==> config.mk <==
export PLATFORM = sky130hd
export DESIGN_NAME = piradip_axis_rr_arbiter_flat
export DESIGN_NICKNAME = d
export VERILOG_FILES = /design/src/rtl/piradip_axis_rr_arbiter_pkg.sv /design/src/rtl/piradip_axis_rr_arbiter_if.sv /design/src/rtl/piradip_rr_pick.sv /design/src/rtl/piradip_axis_rr_arbiter.sv /design/src/flat_wrapper.sv
export SDC_FILE = /design/constraint.sdc
export NUM_CORES = 1
export LEC_CHECK = 0
export ABC_AREA = 0
export CAP_MARGIN = 20
export CORE_AREA = 2 2 79 81
export CTS_CLUSTER_SIZE = 10
export DETAILED_ROUTE_END_ITERATION = 10
export DIE_AREA = 0 0 81 83
export PLACE_DENSITY_LB_ADDON = 0.05
export SLEW_MARGIN = 20
export SYNTH_ARGS = -nofsm -noshare
export SYNTH_HDL_FRONTEND = slang
export SYNTH_SLANG_ARGS = --single-unit
==> constraint.sdc <==
create_clock -name aclk -period 2 [get_ports aclk]
set_input_delay 0.6 -clock aclk [delete_from_list [all_inputs] [get_ports aclk]]
set_output_delay 0.6 -clock aclk [all_outputs]
set_load 0.1 [all_outputs]
==> src/rtl/piradip_axis_rr_arbiter_pkg.sv <==
// piradip_axis_arb_pkg: shared arbiter state type and rotating-priority pick helper.
package piradip_axis_arb_pkg;
  typedef enum logic {ARB_IDLE, ARB_PASS} arb_state_t;
  localparam int MAX_PORTS = 16;
  // Returns {found, idx}; scans from ptr upward, wrapping at n. Descending loop so the nearest offset wins.
  function automatic logic [4:0] rr_pick(input logic [15:0] req, input logic [3:0] ptr, input int n);
    logic [4:0] r;
    logic [3:0] j;
    r = '0;
    for (int k = MAX_PORTS - 1; k >= 0; k--) begin
      j = 4'((int'(ptr) + k) % n);
      if (k < n && req[j]) r = {1'b1, j};
    end
    return r;
  endfunction
endpackage

==> src/rtl/piradip_axis_rr_arbiter_if.sv <==
// piradip_axis_rr_arbiter_if: N source streams, one manager stream, mask and status of the arbiter.
interface piradip_axis_rr_arbiter_if #(
  parameter int N_PORTS = 4,
  parameter int WIDTH = 32,
  parameter int IDX_WIDTH = (N_PORTS > 1 ? $clog2(N_PORTS) : 1)
);
  logic [N_PORTS-1:0] s_tvalid;
  logic [N_PORTS-1:0] s_tready;
  logic [N_PORTS-1:0] s_tlast;
  logic [N_PORTS*WIDTH-1:0] s_tdata;
  logic [N_PORTS*WIDTH/8-1:0] s_tkeep;
  logic [N_PORTS-1:0] port_en;
  logic m_tvalid;
  logic m_tready;
  logic m_tlast;
  logic [WIDTH-1:0] m_tdata;
  logic [WIDTH/8-1:0] m_tkeep;
  logic [IDX_WIDTH-1:0] m_tid;
  logic busy;
  logic [IDX_WIDTH-1:0] grant_idx;
  modport master (
    input s_tvalid, s_tlast, s_tdata, s_tkeep, port_en, m_tready,
    output s_tready, m_tvalid, m_tlast, m_tdata, m_tkeep, m_tid, busy, grant_idx
  );
  modport slave (
    output s_tvalid, s_tlast, s_tdata, s_tkeep, port_en, m_tready,
    input s_tready, m_tvalid, m_tlast, m_tdata, m_tkeep, m_tid, busy, grant_idx
  );
endinterface

==> src/rtl/piradip_rr_pick.sv <==
// piradip_rr_pick: combinational rotating-priority encoder, first request at or above ptr with wrap.
module piradip_rr_pick
  import piradip_axis_arb_pkg::*;
#(
  parameter int N_PORTS = 4,
  parameter int IDX_WIDTH = (N_PORTS > 1 ? $clog2(N_PORTS) : 1)
) (
  input  logic [N_PORTS-1:0]   req,
  input  logic [IDX_WIDTH-1:0] ptr,
  output logic [IDX_WIDTH-1:0] idx,
  output logic                 valid
);
  logic [4:0] r;
  assign r = rr_pick(16'(req), 4'(ptr), N_PORTS);
  assign idx = IDX_WIDTH'(r[3:0]);
  assign valid = r[4];
endmodule

==> src/rtl/piradip_axis_rr_arbiter.sv <==
// piradip_axis_rr_arbiter: packet-level round-robin AXIS arbiter; grant held until tlast is accepted.
module piradip_axis_rr_arbiter
  import piradip_axis_arb_pkg::*;
#(
  parameter int N_PORTS = 4,
  parameter int WIDTH = 32,
  parameter int IDX_WIDTH = (N_PORTS > 1 ? $clog2(N_PORTS) : 1)
) (
  input logic aclk,
  input logic areset,
  piradip_axis_rr_arbiter_if.master bus
);
  arb_state_t state_q, state_d;
  logic [IDX_WIDTH-1:0] grant_q, grant_d, ptr_q, ptr_d, pick_idx;
  logic pick_valid, pass, fire_last;
  logic [WIDTH-1:0] dat [N_PORTS];
  logic [WIDTH/8-1:0] kp [N_PORTS];
  for (genvar i = 0; i < N_PORTS; i++) begin : g_unpack
    assign dat[i] = bus.s_tdata[i*WIDTH +: WIDTH];
    assign kp[i] = bus.s_tkeep[i*WIDTH/8 +: WIDTH/8];
  end
  piradip_rr_pick #(.N_PORTS(N_PORTS), .IDX_WIDTH(IDX_WIDTH)) u_pick (
    .req(bus.s_tvalid & bus.port_en),
    .ptr(ptr_q),
    .idx(pick_idx),
    .valid(pick_valid)
  );
  assign pass = state_q == ARB_PASS;
  assign bus.m_tvalid = pass & bus.s_tvalid[grant_q];
  assign bus.m_tlast = pass & bus.s_tlast[grant_q];
  assign bus.m_tdata = dat[grant_q];
  assign bus.m_tkeep = kp[grant_q];
  assign bus.m_tid = grant_q;
  assign bus.s_tready = pass ? N_PORTS'(bus.m_tready) << grant_q : '0;
  assign bus.busy = pass;
  assign bus.grant_idx = grant_q;
  assign fire_last = bus.m_tvalid & bus.m_tready & bus.m_tlast;
  always_comb begin
    state_d = pass ? (fire_last ? ARB_IDLE : ARB_PASS) : (pick_valid ? ARB_PASS : ARB_IDLE);
    grant_d = !pass && pick_valid ? pick_idx : grant_q;
    ptr_d = fire_last ? (grant_q == IDX_WIDTH'(N_PORTS - 1) ? '0 : grant_q + 1'b1) : ptr_q;
  end
  always_ff @(posedge aclk or posedge areset) begin
    if (areset) begin
      state_q <= ARB_IDLE;
      grant_q <= '0;
      ptr_q <= '0;
    end else begin
      state_q <= state_d;
      grant_q <= grant_d;
      ptr_q <= ptr_d;
    end
  end
endmodule

==> src/flat_wrapper.sv <==
// flat-port wrapper written by rule: the top's interface ports become plain ports
module piradip_axis_rr_arbiter_flat import piradip_axis_arb_pkg::*;
#(
  parameter int N_PORTS = 4,
  parameter int WIDTH = 32,
  parameter int IDX_WIDTH = (N_PORTS > 1 ? $clog2(N_PORTS) : 1)
)
  (aclk, areset, bus_s_tvalid, bus_s_tlast, bus_s_tdata, bus_s_tkeep, bus_port_en, bus_m_tready, bus_s_tready, bus_m_tvalid, bus_m_tlast, bus_m_tdata, bus_m_tkeep, bus_m_tid, bus_busy, bus_grant_idx);
  piradip_axis_rr_arbiter_if #(.N_PORTS(N_PORTS), .WIDTH(WIDTH), .IDX_WIDTH(IDX_WIDTH)) bus_i ();
  input logic aclk;
  input logic areset;
  input wire logic [$bits(bus_i.s_tvalid)-1:0] bus_s_tvalid;
  input wire logic [$bits(bus_i.s_tlast)-1:0] bus_s_tlast;
  input wire logic [$bits(bus_i.s_tdata)-1:0] bus_s_tdata;
  input wire logic [$bits(bus_i.s_tkeep)-1:0] bus_s_tkeep;
  input wire logic [$bits(bus_i.port_en)-1:0] bus_port_en;
  input wire logic [$bits(bus_i.m_tready)-1:0] bus_m_tready;
  output wire logic [$bits(bus_i.s_tready)-1:0] bus_s_tready;
  output wire logic [$bits(bus_i.m_tvalid)-1:0] bus_m_tvalid;
  output wire logic [$bits(bus_i.m_tlast)-1:0] bus_m_tlast;
  output wire logic [$bits(bus_i.m_tdata)-1:0] bus_m_tdata;
  output wire logic [$bits(bus_i.m_tkeep)-1:0] bus_m_tkeep;
  output wire logic [$bits(bus_i.m_tid)-1:0] bus_m_tid;
  output wire logic [$bits(bus_i.busy)-1:0] bus_busy;
  output wire logic [$bits(bus_i.grant_idx)-1:0] bus_grant_idx;
  assign bus_i.s_tvalid = bus_s_tvalid;
  assign bus_i.s_tlast = bus_s_tlast;
  assign bus_i.s_tdata = bus_s_tdata;
  assign bus_i.s_tkeep = bus_s_tkeep;
  assign bus_i.port_en = bus_port_en;
  assign bus_i.m_tready = bus_m_tready;
  assign bus_s_tready = bus_i.s_tready;
  assign bus_m_tvalid = bus_i.m_tvalid;
  assign bus_m_tlast = bus_i.m_tlast;
  assign bus_m_tdata = bus_i.m_tdata;
  assign bus_m_tkeep = bus_i.m_tkeep;
  assign bus_m_tid = bus_i.m_tid;
  assign bus_busy = bus_i.busy;
  assign bus_grant_idx = bus_i.grant_idx;
  piradip_axis_rr_arbiter #(.N_PORTS(N_PORTS), .WIDTH(WIDTH), .IDX_WIDTH(IDX_WIDTH)) u_core (.aclk(aclk), .areset(areset), .bus(bus_i));
endmodule
* Yosys cells after proc, flatten, opt, wreduce, memory -nomap -nowiden
Cells that the tools add are included.
** Word-level totals
- Bits in registers :: 5
- Input port bits :: 159
- Memories kept :: 0
- Bits in read-only memories :: 0
- Memory bits (writable) :: 0
- Latch bits :: 0
- Logic and storage cells :: 56
** Operators by class
- Add/subtract/negate cells :: 4
- Shifts and indexed selects :: 1
- Reductions and logical operators :: 5
- Multipliers :: 0
- Magnitude comparators :: 6
- Muxes and demuxes :: 27
- Divide/modulo/power cells :: 0
- Bitwise gates (word level) :: 9
- Equal/unequal tests :: 1
** Operators by type and width (number)
- binary-select mux 32 bit (select 2 bit) :: 1
- two-way mux 32 bit :: 2
- two-way mux 5 bit :: 4
- less-than comparator 4 x 5 -> 1 bit, second input constant :: 3
- two-way mux 4 bit :: 3
- binary-select mux 1 bit (select 3 bit) :: 3
- two-way mux 1 bit :: 9
- binary-select mux 4 bit (select 2 bit) :: 1
- binary-select mux 1 bit (select 2 bit) :: 3
- OR reduction 2 bit :: 3
- less-than comparator 2 x 5 -> 1 bit, second input constant :: 1
- adder 2 x 1 -> 2 bit, second input constant :: 2
- adder 2 bit, second input constant :: 2
- bitwise AND 1 bit :: 4
- bitwise AND 4 bit :: 1
- left shift 1 x 2 -> 4 bit :: 1
- bitwise AND 1 bit, first input constant :: 3
- >= comparator 3 bit, second input constant :: 1
- less-than comparator 2 x 3 -> 1 bit, second input constant :: 1
- NOT 2 -> 3 bit :: 1
- equality test 2 bit, second input constant :: 1
- two-way mux 2 bit :: 1
- logical AND 1 bit :: 1
- zero test 1 bit :: 1

* Logic depth before layout (Yosys ltp)
- Word-level depth :: 11
- Mapped depth :: 5
- Gate-level depth less buffers :: 4

* Hierarchy
Synthesis repeated with hierarchy kept, for this count alone.
** Unflattened totals
- Cells, all modules :: 103
- Area, all modules :: 1326.3 um^2
** By module, submodules not included
- piradip_axis_rr_arbiter :: times used 1, sequential area each 125.1 um^2, area an instance 1248.7 um^2, cells each 88
- piradip_rr_pick :: times used 1, sequential area each 0.0 um^2, area an instance 77.6 um^2, cells each 15

* Worst setup path after synthesis
Ideal clock, no wire load.
- Kind :: reg2out
- Start :: register u_core.grant_q[1], in the netlist u_core.bus.grant_idx[1]
- End :: output bus_s_tready[2]
- Slack :: -2.242 ns
- Stages on the path, launching flop included :: 5
- Data arrival time :: 3.642 ns
- Path through :: dfrtp_1 buf_6 clkbuf_1 inv_1 nor3_1
** On the way
- Cells in the longest elaborated chain, start to end :: 2
** Ends and longest elaborated chain
- start, declared :: RTL line piradip_axis_rr_arbiter.sv:14 : logic [IDX_WIDTH-1:0] grant_q, grant_d, ptr_q, ptr_d, pick_idx;
- start signal, assigned :: RTL line piradip_axis_rr_arbiter.sv:50 : grant_q <= grant_d;
- left shift 1 x 2 -> 4 bit :: RTL line piradip_axis_rr_arbiter.sv:34 : assign bus.s_tready = pass ? N_PORTS'(bus.m_tready) << grant_q : '0;
- two-way mux 4 bit :: RTL line piradip_axis_rr_arbiter.sv:34
- end, declared :: RTL line flat_wrapper.sv:18 : output wire logic [$bits(bus_i.s_tready)-1:0] bus_s_tready;
No other way between the ends.

* Worst setup path in the final report
- Start :: register u_core.grant_q[0], in the netlist u_core.bus.grant_idx[0]
- End :: output bus_m_tdata[3]
** On the way
- Cells in the longest elaborated chain, start to end :: 4
** Ends and longest elaborated chain
- NOT 2 -> 3 bit (not written as such) :: RTL line piradip_axis_rr_arbiter.sv:31 : assign bus.m_tdata = dat[grant_q];
- binary-select mux 32 bit (select 2 bit) :: RTL line piradip_axis_rr_arbiter.sv:31
- two-way mux 32 bit (not written as such) (2 in series) :: RTL line piradip_axis_rr_arbiter.sv:31
- end, declared :: RTL line flat_wrapper.sv:21 : output wire logic [$bits(bus_i.m_tdata)-1:0] bus_m_tdata;
No other way between the ends. The select of a mux whose other input is x is not followed.

==> metrics.csv <==
stage,metric,value,unit
outcome,status,"finished, violations left",
outcome,violations,negative setup slack,
timing,tightest_slew,0.2256,ns
synthesis,synth_enable_flop_cells,0,
routing,routed_via_density,4.696,
critical_path,crit_arrival,1.66,ns
synthesis,ys_types,25,
timing,slew_headroom,84.96,%
routing,first_pass_iters,4,
pwr,comb_power_share,93.6,%
synthesis,synth_nets,249,
pwr,irDropWorstVdd,1141,uV
place,port-buffer-count,205,
global_route,grt_pass1_vias,1920,
critical_path,crit_path_cell_trace,buf_12 -> mux4_2 -> buf_12,
floorplanning,row_count,28,
global_route,use_met1,25.85,%
routing,ant_nets,0,
floorplanning,core_area,5816,um2
floorplanning,fp.dieW,81,um
timing,setup_ws,-0.2594,ns
pwr,netSwitchingFraction,59.11,%
timing,clock.fmax,442.6,MHz
cts,cts_tree,done,
critical_path,crit_path_end_kind,output port,
floorplanning,io_pins,206,
cts,worstSkewPairLatency,0.22,ns
critical_path,worstSetupStartpointType,flip-flop,
timing,setup_violations,40,
cts,path_clk_slew,0.04,ns
floorplanning,dieArea,6723,um2
timing,slew_violations,0,
floorplanning,start_util,21.71,%
job,drv_cap,0,
timing,finalCriticalPeriod,2.259,ns
finish,final_area,3906,um2
pwr,p_clk_share,2.6,%
synthesis,async_reset_ff_share,100.0,%
finish,nNetsFinal,463,
critical_path,worstRegToRegCells,5,
routing,drt_iter0_markers,41,
critical_path,path_depth,3,
critical_path,cp-startpoint,u_core.bus.grant_idx[0],
synthesis,yosysSeqAreaShare,9.911,%
synthesis,ys_ff_latch,5,
routing,wl,7.488,mm
timing,finClkSkew,0.002232,ns
cts,root_buffer,clkbuf_8,
routing,drc,0,
timing,hold_violations,0,
hold_path,worstHoldPathType,flip-flop to flip-flop,
cts,htreeDepth,1,
synthesis,syn_area,1262,um2
synthesis,ys.flop_type,dfrtp_1,
pwr,seqPwrFrac,3.9,%
critical_path,worstReg2RegEnd,u_core.ptr_q[1],
pwr,internal-power,2.935,mW
critical_path,crit_type,flip-flop to output port,
place,hpwl,6.663,mm
cts,clockBufferDepth,2,
synthesis,ys_warn_count,0,
routing,vias,1789,
critical_path,crit_buf_inv,2,
global_route,busiest_layer,met2,
finish,area_growth,209.4,%
cts,cts-buffers-inserted,3,
hold_path,hp-start,u_core.ptr_q[0],
critical_path,crit_top_cell,buf_12,
critical_path,path_max_fanout,15,
critical_path,regToRegSetupSlack,0.15,ns
synthesis,netlist_instances,89,
global_route,grt_pass1_wl,11.18,mm
global_route,grt_max_degree,38,
place,place_area,4014,um2
critical_path,r2r-start,u_core.bus.grant_idx[0],
synthesis,syn-mean-instance-area,14.18,um2
pwr,p_leak,1.749,nW
critical_path,cp.required,1.40,ns
routing,avgRoutedWirePerCell,19.65,um
pwr,p_switching,4.244,mW
global_route,grt_antenna_before_repair,5,
critical_path,crit_family,multiplexers,
global_route,grtUsageTotal,21.96,%
pwr,p_per_area,1838,nW/um2
floorplanning,chipHeight,83,um
pwr,fin_total_pwr,7.180,mW
critical_path,setup.worst_path.end,bus_m_tdata[3],
global_route,gr-total-overflow,0,
timing,finalCritPeriodShare,113.0,%
place,routabilityCongestion,0.7792,
cts,numClockSinks,5,
global_route,use_met2,38.24,%
timing,rsz0062_at_grt,yes,
global_route,use_met3,6.413,%
critical_path,cpPeakStageDelay,0.55,ns
finish,drive_gt1_share,40.73,%
critical_path,crit_slowest_cell,mux4_2,
## registers in the layout, indices dropped and copies added, names as in the netlist
name and flops:
u_core.ptr_q 2, u_core.bus.grant_idx 2, u_core.bus.busy 1
## cells in the mapped netlist, drive strengths merged, types with 2 or more instances
cell    number  area, um2
nand2        8      30.03
dfrtp        5      125.1
buf          9      62.55
and2         3      18.77
nor2         3      11.26
inv          2      7.510
nor3         2      10.01
o31ai        2      15.01
clkbuf       3      11.26
mux4        38      855.8
a21oi        2      10.01
## metrics by stage
step                      utilization [%]  cells  TNS, ns  setup slack (ns)  hold slack (ns)
final                               67.17    381   -8.657           -0.2594           0.5660
after global routing                67.17    381   -10.78           -0.3207           0.6042
after CTS                           66.67    376   -9.018           -0.2666           0.5757
after detailed placement            69.02    371   -12.49           -0.4453           0.5653
after global placement              69.02    371   -12.03           -0.4302           0.5569
after floorplan                         -     89   -14.19           -0.3608           0.3786
## power groups by stage
stage	clock network (mW)	logic, mW	registers, mW
final	0.183	6.72	0.280
after floorplan	0	4.22	0.401
after global routing	0.193	6.90	0.297
after detailed placement	0	6.80	0.276
after CTS	0.186	6.72	0.277
after global placement	0	6.77	0.274
## worst reg2reg max path, delay by kind of cell, from the launching register on
family,cells,cell delay [ns]
flops,1,0.50
mux,2,0.86
simple gates,1,0.09
buf+inv,2,0.28
## worst min path at each step
stage	to	slack, ns	depth (start not counted)
4_1_cts	u_core.ptr_q[1]	0.58	2
5_1_grt	u_core.ptr_q[1]	0.60	2
3_5_place_dp	u_core.ptr_q[0]	0.57	2
6_report	u_core.ptr_q[0]	0.57	2
2_1_floorplan	u_core.ptr_q[0]	0.38	1
3_3_place_gp	u_core.ptr_q[0]	0.56	2
## layout by cell type (no fill, tap or decap)
cell	Yosys	final
clkbuf_2	0	2
buf_2	5	3
nand2_1	8	7
dfrtp_4	0	3
and2_4	0	2
nor3_4	0	2
a22oi_1	1	1
nand4_2	1	1
ha_1	1	1
dfrtp_1	5	2
o221ai_1	1	1
clkdlybuf4s50_1	0	5
clkbuf_8	0	3
a21oi_1	2	2
nand2_2	0	1
a2bb2oi_1	1	1
mux4_2	38	38
nand3_4	0	1
o22ai_1	1	1
o31a_1	1	1
o21ai_0	1	1
and2_1	3	1
buf_4	2	11
dlygate4sd2_1	0	144
inv_1	2	1
nor2_1	3	1
mux2_1	1	1
nor2_4	0	2
buf_12	0	52
diode_2	0	4
clkbuf_1	3	1
a32o_1	1	1
o31ai_1	2	2
inv_2	0	1
a31o_2	1	1
clkdlybuf4s15_1	0	4
## layout make-up
type | instances | area, um2
Antenna cell | 4 | 10.01
Clock buffer | 4 | 45.04
Fill cell | 516 | 1909
Inverter | 2 | 7.507
Multi-Input combinational cell | 70 | 1114
Sequential cell | 5 | 136.4
Tap cell | 75 | 93.84
Timing Repair Buffer | 221 | 2500
## routing by layer
metal	share of wire [%]	up-vias
met3	8.8	18
met2	52	94
met4	2.5	2
met5	0.17	-
li1	-	828
met1	37	847
## timing repair
action | in CTS | in global routing
hold buffers | 0 | 0
setup buffers | 1 | 1
gates resized for setup | 169 | 7
endpoints found under the setup margin | 42 | 41
pin swaps | 2 | 3
## kinds of logic after synthesis
group	synth area share, %
compound gates	7.037
fa+ha+maj	0.9909
buf+inv	6.441
flops	9.911
mux	68.68
simple gates	6.937
Power figures use the tool's default switching activity.
==> RTL edit (same flow settings) <==
`WIDTH` is set to 32 in 3 places; all go to 24.
--- a/src/rtl/piradip_axis_rr_arbiter_if.sv
+++ b/src/rtl/piradip_axis_rr_arbiter_if.sv
@@ -2,5 +2,5 @@
 interface piradip_axis_rr_arbiter_if #(
   parameter int N_PORTS = 4,
-  parameter int WIDTH = 32,
+  parameter int WIDTH = 24,
   parameter int IDX_WIDTH = (N_PORTS > 1 ? $clog2(N_PORTS) : 1)
 );
--- a/src/rtl/piradip_axis_rr_arbiter.sv
+++ b/src/rtl/piradip_axis_rr_arbiter.sv
@@ -4,5 +4,5 @@
 #(
   parameter int N_PORTS = 4,
-  parameter int WIDTH = 32,
+  parameter int WIDTH = 24,
   parameter int IDX_WIDTH = (N_PORTS > 1 ? $clog2(N_PORTS) : 1)
 ) (
--- a/src/flat_wrapper.sv
+++ b/src/flat_wrapper.sv
@@ -3,5 +3,5 @@
 #(
   parameter int N_PORTS = 4,
-  parameter int WIDTH = 32,
+  parameter int WIDTH = 24,
   parameter int IDX_WIDTH = (N_PORTS > 1 ? $clog2(N_PORTS) : 1)
 )
Interface: changed (resized bus_m_tdata, bus_m_tkeep, bus_s_tdata and bus_s_tkeep); port bits go from 206 to 161. The function was not compared with the original's and may differ.
==> RTL edit against the unedited design <==
  * The run still ends with setup timing left
  * Synthesized area is 17% lower
  * Sequential cell count stayed put
  * Total power is 18% lower
  * Combinational power is 19% lower
  * Routed wire length is 17% lower
  * Worst setup slack better by 0.0055 ns
  * Final area is 18% lower
  * Count of clock-buffer cells in the layout stayed put
  * Critical path type unchanged
  * Largest cell class unchanged
==> RTL edit: results (changes against the unedited design) <==
[grt]
grt_pass1_vias=1718  ; -11%
grt_first_pass_wirelength_um=9400  ; -16%
antenna_found_initial=2  ; -3
grt_max_degree=14  ; -63%

[power]
pwr-share-clk=0.033  ; +0.007
pg_comb_mw=5.44  ; -19%
comb_power_share=0.919  ; -0.017
ir_worst_vdd_mv=1.09  ; -4.6%
p_sw_frac=0.587  ; -0.00380
power.leakage_nw=1.42  ; -19%

[sta]
tns_ns=-6.62  ; +2.04 ns
finalSetupViolations=33  ; -18%
slew_headroom=0.829  ; -0.0203
skew_ns=0.00113  ; -0.00110 ns
setup_slack_ns=-0.254  ; +0.00551 ns

[place]
place_congestion=0.754  ; -3.2%
place_hpwl_um=5510  ; -17%
placed_area_sq_um=3280  ; -18%

[detailed_routing]
route.met3.wl_um=669  ; +1.5%
topRoutingLayerUsed=met4
drt_iter0_markers=36  ; -12%
drt-total-wl_um=6190  ; -17%
viasPerCell=4.75  ; +1.1%
wl_met2_um=3320  ; -14%
wl_met1_um=2120  ; -23%

[min_path]
hp-class=primary input to async pin

[critical_path]
cpMaxStageDelayCell=mux4_2
r2r_end=u_core.ptr_q[1]
ff2ff_path_depth=6  ; +1
critical_path.top_delay_family=multiplexers
path_max_fanout=11  ; -4

[synthesis]
yosys-top-cells-area=mux4_2 (62%), dfrtp_1 (12%), nand2_1 (2.9%)
synth_mux_area_frac=0.632  ; -0.0547
synth_compound_area_frac=0.0845  ; +0.0142
synthesis.nets=202  ; -19%
synth_commonest_cells=mux4_2 (29), nand2_1 (8), dfrtp_1 (5)
synthAdderAreaFrac=0.0119  ; +0.00199
synth_xor_xnor_area_share=0  ; unchanged
yosysSeqAreaShare=0.119  ; +0.0199

[cells_and_area]
layout-drive-gt1-share=0.422  ; +0.0144
nNetsFinal=374  ; -19%
fillers=539  ; +4.5%

[clocking]
ctsHtreeMaxLevel=1  ; unchanged

[run_status]
failed_checks=setup timing
outcome=complete, but fails checks

-- RTL edit: cell types whose count changed after synthesis, sizes merged --
cell,unedited run,this run
buf,9,8
clkbuf,3,2
mux4,38,29
-- RTL edit: how the worst max path moves through the flow --
stage	from	cells past startpoint	to
after floorplan	u_core.bus.grant_idx[0]	3	bus_s_tready[2]
after global placement	bus_s_tvalid[3]	4	bus_m_tvalid
after detailed placement	bus_s_tvalid[3]	4	bus_m_tvalid
after CTS	u_core.bus.grant_idx[0]	3	bus_m_tdata[16]
after global routing	u_core.bus.grant_idx[0]	3	bus_m_tdata[16]
final	u_core.bus.grant_idx[0]	3	bus_m_tdata[16]
-- RTL edit: what timing repair did --
item / CTS / global route
endpoints found under the setup margin: 34 / 33
buffers inserted: 2 / 0
pin swaps: 2 / 0
cloned: 0 / 0
resized for setup: 133 / 1
-- RTL edit: cell type report --
cell class | instances | area [sq um] | share of cell area
Timing Repair Buffer | 177 | 2000 | 0.626
Clock buffer | 4 | 45.0 | 0.0141
Inverter | 2 | 7.51 | 0.00234
Tap cell | 75 | 93.8 | 0.0293
Multi-Input combinational cell | 61 | 911 | 0.284
Antenna cell | 2 | 5.00 | 0.00156
Sequential cell | 5 | 136 | 0.0426
-- RTL edit: metal layers --
metal,global-route usage,up-vias
met2,0.342,97
met4,0.0478,0
met5,0,-
met3,0.0467,8
li1,-,687
met1,0.199,755
-- RTL edit: metrics by stage --
stage	worst slack [ns]	hold WS [ns]	util	instances
floorplan	-0.362	0.379	-	78
global placement	-0.438	0.550	0.565	318
detailed placement	-0.483	0.587	0.565	318
CTS	-0.272	0.586	0.551	324
global route	-0.296	0.620	0.551	326
finish	-0.254	0.575	0.551	326
